===== src/rtl/divsqrt_arbiter.sv =====
// divsqrt_arbiter: shares one divSqrtRecFN_small unit between two
// requesters with round-robin arbitration and a single outstanding
// operation. Optional statistics counters are enabled by defining
// DIVSQRT_ARB_STATS_EN; otherwise op_count_o/busy_cycles_o read zero.
module divsqrt_arbiter #(
    parameter int  EXP_WIDTH = 8,
    parameter int  SIG_WIDTH = 24,
    localparam int REC_W     = EXP_WIDTH + SIG_WIDTH + 1
) (
    input  logic             clk_i,
    input  logic             rst_ni,

    input  logic             req0_valid_i,
    output logic             req0_ready_o,
    input  logic             req0_sqrt_i,
    input  logic [REC_W-1:0] req0_a_i,
    input  logic [REC_W-1:0] req0_b_i,
    input  logic [2:0]       req0_rm_i,

    input  logic             req1_valid_i,
    output logic             req1_ready_o,
    input  logic             req1_sqrt_i,
    input  logic [REC_W-1:0] req1_a_i,
    input  logic [REC_W-1:0] req1_b_i,
    input  logic [2:0]       req1_rm_i,

    output logic             rsp_valid_o,
    input  logic             rsp_ready_i,
    output logic             rsp_id_o,
    output logic [REC_W-1:0] rsp_data_o,
    output logic [4:0]       rsp_flags_o,

    input  logic             du_in_ready_i,
    output logic             du_in_valid_o,
    output logic             du_sqrt_o,
    output logic [REC_W-1:0] du_a_o,
    output logic [REC_W-1:0] du_b_o,
    output logic [2:0]       du_rm_o,
    input  logic             du_out_valid_i,
    input  logic [REC_W-1:0] du_out_i,
    input  logic [4:0]       du_flags_i,

    output logic [31:0]      op_count_o,
    output logic [31:0]      busy_cycles_o
);

    typedef enum logic [1:0] {IDLE, ISSUE, BUSY, RESP} state_t;

    state_t           state_reg;
    state_t           state_next;

    // Requester signals gathered into indexable form.
    logic [1:0]       req_valid;
    logic [1:0]       req_sqrt;
    logic [REC_W-1:0] req_a [2];
    logic [REC_W-1:0] req_b [2];
    logic [2:0]       req_rm [2];
    logic [1:0]       req_ready;

    logic             gnt_valid;
    logic             gnt_id;
    logic             start;
    logic             issue_fire;
    logic             capture;
    logic             resp_fire;

    logic             last_id_reg;
    logic             id_reg;
    logic             sqrt_reg;
    logic [REC_W-1:0] a_reg;
    logic [REC_W-1:0] b_reg;
    logic [2:0]       rm_reg;
    logic             du_in_valid_reg;
    logic             rsp_valid_reg;
    logic [REC_W-1:0] data_reg;
    logic [4:0]       flags_reg;

    assign req_valid = {req1_valid_i, req0_valid_i};
    assign req_sqrt  = {req1_sqrt_i, req0_sqrt_i};
    assign req_a[0]  = req0_a_i;
    assign req_a[1]  = req1_a_i;
    assign req_b[0]  = req0_b_i;
    assign req_b[1]  = req1_b_i;
    assign req_rm[0] = req0_rm_i;
    assign req_rm[1] = req1_rm_i;

    // Round-robin pick: on contention serve the requester not served last.
    always_comb begin
        gnt_valid = |req_valid;
        gnt_id    = 1'b0;
        if (&req_valid) begin
            gnt_id = ~last_id_reg;
        end else begin
            gnt_id = req_valid[1];
        end
    end

    assign start      = (state_reg == IDLE) && du_in_ready_i && gnt_valid;
    assign issue_fire = (state_reg == ISSUE) && du_in_ready_i;
    assign capture    = (state_reg == BUSY) && du_out_valid_i;
    assign resp_fire  = (state_reg == RESP) && rsp_ready_i;

    // Ready is only offered to the granted requester, and never during reset.
    generate
        for (genvar gi = 0; gi < 2; gi++) begin : g_ready
            assign req_ready[gi] = rst_ni && start && (gnt_id == 1'(gi));
        end
    endgenerate

    assign req0_ready_o = req_ready[0];
    assign req1_ready_o = req_ready[1];

    // State register.
    always_ff @(posedge clk_i or negedge rst_ni) begin
        if (!rst_ni) begin
            state_reg <= IDLE;
        end else begin
            state_reg <= state_next;
        end
    end

    // Next-state logic: one operation in flight, no grant outside IDLE.
    always_comb begin
        state_next = state_reg;
        case (state_reg)
            IDLE:    if (start)      state_next = ISSUE;
            ISSUE:   if (issue_fire) state_next = BUSY;
            BUSY:    if (capture)    state_next = RESP;
            RESP:    if (resp_fire)  state_next = IDLE;
            default: state_next = IDLE;
        endcase
    end

    // Latch the granted request and drive the unit until it accepts.
    always_ff @(posedge clk_i or negedge rst_ni) begin
        if (!rst_ni) begin
            id_reg          <= 1'b0;
            sqrt_reg        <= 1'b0;
            a_reg           <= '0;
            b_reg           <= '0;
            rm_reg          <= '0;
            du_in_valid_reg <= 1'b0;
        end else if (start) begin
            id_reg          <= gnt_id;
            sqrt_reg        <= req_sqrt[gnt_id];
            a_reg           <= req_a[gnt_id];
            b_reg           <= req_b[gnt_id];
            rm_reg          <= req_rm[gnt_id];
            du_in_valid_reg <= 1'b1;
        end else if (issue_fire) begin
            du_in_valid_reg <= 1'b0;
        end
    end

    // Result buffer: only a completion seen in BUSY is taken.
    always_ff @(posedge clk_i or negedge rst_ni) begin
        if (!rst_ni) begin
            data_reg      <= '0;
            flags_reg     <= '0;
            rsp_valid_reg <= 1'b0;
        end else if (capture) begin
            data_reg      <= du_out_i;
            flags_reg     <= du_flags_i;
            rsp_valid_reg <= 1'b1;
        end else if (resp_fire) begin
            rsp_valid_reg <= 1'b0;
        end
    end

    // Last-served pointer moves only when a response is delivered;
    // reset points at requester 1 so requester 0 wins the first tie.
    always_ff @(posedge clk_i or negedge rst_ni) begin
        if (!rst_ni) begin
            last_id_reg <= 1'b1;
        end else if (resp_fire) begin
            last_id_reg <= id_reg;
        end
    end

    assign du_in_valid_o = du_in_valid_reg;
    assign du_sqrt_o     = sqrt_reg;
    assign du_a_o        = a_reg;
    assign du_b_o        = b_reg;
    assign du_rm_o       = rm_reg;
    assign rsp_valid_o   = rsp_valid_reg;
    assign rsp_id_o      = id_reg;
    assign rsp_data_o    = data_reg;
    assign rsp_flags_o   = flags_reg;

`ifdef DIVSQRT_ARB_STATS_EN
    logic [31:0] op_count_reg;
    logic [31:0] busy_cycles_reg;

    // Count delivered responses and cycles the unit is occupied.
    always_ff @(posedge clk_i or negedge rst_ni) begin
        if (!rst_ni) begin
            op_count_reg    <= '0;
            busy_cycles_reg <= '0;
        end else begin
            if (resp_fire) begin
                op_count_reg <= op_count_reg + 32'd1;
            end
            if ((state_reg == ISSUE) || (state_reg == BUSY)) begin
                busy_cycles_reg <= busy_cycles_reg + 32'd1;
            end
        end
    end

    assign op_count_o    = op_count_reg;
    assign busy_cycles_o = busy_cycles_reg;
`else
    assign op_count_o    = 32'd0;
    assign busy_cycles_o = 32'd0;
`endif

endmodule


===== config.mk =====
export PLATFORM = sky130hd
export DESIGN_NAME = divsqrt_arbiter
export DESIGN_NICKNAME = d
export VERILOG_FILES = /design/src/rtl/divsqrt_arbiter.sv
export SDC_FILE = /design/constraint.sdc
export NUM_CORES = 1
export LEC_CHECK = 0
export BUFFER_PORTS_ARGS = -buffer_cell sky130_fd_sc_hd__buf_2
export CAP_MARGIN = 20
export CORE_AREA = 2 2 139 141
export DETAILED_ROUTE_END_ITERATION = 8
export DIE_AREA = 0 0 141 143
export MAX_ROUTING_LAYER = met4
export PLACE_DENSITY = 0.62
export SLEW_MARGIN = 20
export SYNTH_ARGS = -nofsm -noshare
export SYNTH_HDL_FRONTEND = slang
export SYNTH_SLANG_ARGS = --single-unit

===== constraint.sdc =====
create_clock -name clk_i -period 2.3 [get_ports clk_i]
set_input_delay 0.115 -clock clk_i [delete_from_list [all_inputs] [get_ports clk_i]]
set_output_delay 0.115 -clock clk_i [all_outputs]
set_load 0.02 [all_outputs]

==> metrics <==
ys flop type dfrtp_1; initial antenna violation count 0; n_diodes 0; fraction of registers with async set/reset 100%; initial DRC count 116; Area Overhead vs Synth 56.5%; DRC viols 0; GRT Util Overall 15.1%; Detail Placement HPWL 10,400 um; Die Ht 143 um; Clk network pwr share 27.0%; Area contributors post-synth dfrtp_1, mux2i_1, buf_4, mux2_2, nand2_1; Yosys top cell area share 51.7%; # clock sinks 114; post-layout util 46.1%; CTS H-tree lvls 4; R2R setup slack 360 ps; Pwr Density 1260 nW/um2; Min-Delay Path Class in2reg; Clock Path Buffers 2; skew final 6.92 ps; # Post-CTS Setup Buffers 0; Achievable Freq 0.484 GHz; switch share 37.5%; antenna-violating nets left 0; min Tclk post-route 2060 ps; slew margin rel. 60.2%; Max FO, Critical Path 75; Ports 362; share of cells above drive strength 1 42.8%; total CTS buffers 17; Initial Utilization 29.4%; Yosys warnings 0; status finished, final reports clean; final setup violation count 0; count of state elements after synthesis 114; Max-Cap Viols 0; fillers 1,714; Arrival @ worst endpoint 1950 ps; TritonCTS clock tree done; Final #Nets 1,058; # resized after CTS 0; routed length per instance 13.4 um; DP Cell Count 990; largest net degree at the start of global routing 76; Comb power frac 40.8%; worst setup margin 236 ps; sequential share of power 32.1%; critical path class reg2out; cells after synthesis 480; first-pass GRT wire length 23,100 um; row cnt 50; Slew Viols, Final 0; CTS Hold Buffers Added 94; cell internal pwr 6.74 mW; Via-to-Cell Ratio 4.12; Worst Setup Start Kind flip-flop; Final Cycle Share 89.8%; number of synthesized flops with an enable pin 0; Hold Vio Cnt, Final 0; number of global-route vias before repair 4,696; Worst-path clk slew 50 ps; worst slack, placed 469 ps; First-pass DRT Iterations 4; RSZ-0062 raised after global routing false; worst hold margin 11.8 ps; Die ar. 20,200 um2; post-route setup TNS 0 ps; count leader, synth dfrtp_1; peak supply drop 0.685 mV; via count 4,593; Skew-Pair Late Insertion Delay 400 ps; P_sw 4.04 mW; Post-Layout Cell Count 1,115; Overflow after GRT 0; clock root cell clkbuf_16; syn avg cell area 11.4 um2; crit end category output port; worst slew pin tran 597 ps; CP required 2180 ps; gpl congestion 0.738; Core Area 18,600 um2; largest area contributor in the netlist dfrtp_1; Seq/Total Area, Yosys 52.2%; final wirelength 14,900 um; list of most frequent post-synthesis cells dfrtp_1, nand2_1, mux2i_1; Cell Area, Synth 5470 um2; Die W 141 um; Distinct cells, synth 24; port bufs 297; Pleak 4.49 nW
cells in the final DEF, fill, tap and decap left out, drive strengths merged:
cell type    count
and4             1
o21ai           70
o211ai           1
dfrtp          113
nand2           77
a32o             1
or2              1
mux2            40
inv              2
a21boi           1
ha               4
a2111oi          1
clkinvlp         3
nor3b            1
mux2i           70
clkinv           1
buf            304
o32a             1
bufinv           5
clkbuf          22
dfstp            1
dlygate4sd3     94
nor2b            3
conb            64
cell families after synthesis:
| family | count (synthesis) | synth area share, % |
|---|---|---|
| buf+inv | 93 | 12.0 |
| simple gates | 83 | 6.04 |
| fa+ha+maj | 4 | 0.915 |
| other cells | 1 | 0.0686 |
| mux | 110 | 21.0 |
| flops | 114 | 52.2 |
| compound gates | 75 | 7.80 |
per-layer routing:
layer / vias to the layer above / share of wire [%] / track usage, %
met5: - / 0 / -
met4: 0 / 1.1 / 4.37
li1: 2277 / - / -
met2: 224 / 50 / 25.8
met3: 13 / 7.6 / 4.39
met1: 2079 / 42 / 17.2
area by class of cell:
class	instances	area, um2	share of cell area, %
sequential	114	2850	33.3
timing repair buffer	398	2540	29.7
multi-input combinational	336	2210	25.8
clock buffer	22	474	5.54
tap	234	293	3.42
clock inverter	9	178	2.08
inverter	2	7.51	0.0877
final timing paths:
kind,from,end,depth (start not counted)
min in group asynchronous,rst_ni,rsp_flags_o[1],2
hold reg to reg,du_b_o[11],du_b_o[11],2
max in group asynchronous,rst_ni,du_a_o[26],3
setup reg to reg,last_id_reg,du_b_o[11],5
setup / recovery,state_reg[0],req0_ready_o,6
hold / removal,req0_a_i[3],du_a_o[3],3
critical path, stage by stage, from the launching register on:
cell and delay [ps]:
dfrtp_1 410, inv_1 90, ha_1 300, o211ai_4 150, buf_12 210, nor3b_1 190, buf_2 190
power groups by stage:
stage / Combinational (mW) / Sequential [mW] / Clock [mW]
after floorplan: 1.66 / 4.63 / 0
after global placement: 4.22 / 3.44 / 0
after detailed placement: 4.29 / 3.48 / 0
after CTS: 4.45 / 3.46 / 3.00
after global routing: 4.80 / 3.60 / 3.10
final: 4.40 / 3.46 / 2.91
per-stage QoR:
step | area, um2 | total power [mW]
floorplan | 5710 | 6.29
global placement | 6970 | 7.66
detailed placement | 6970 | 7.77
CTS | 8560 | 10.9
global route | 8560 | 11.5
finish | 8560 | 10.8
No activity file was read; power rests on OpenSTA's default activity.
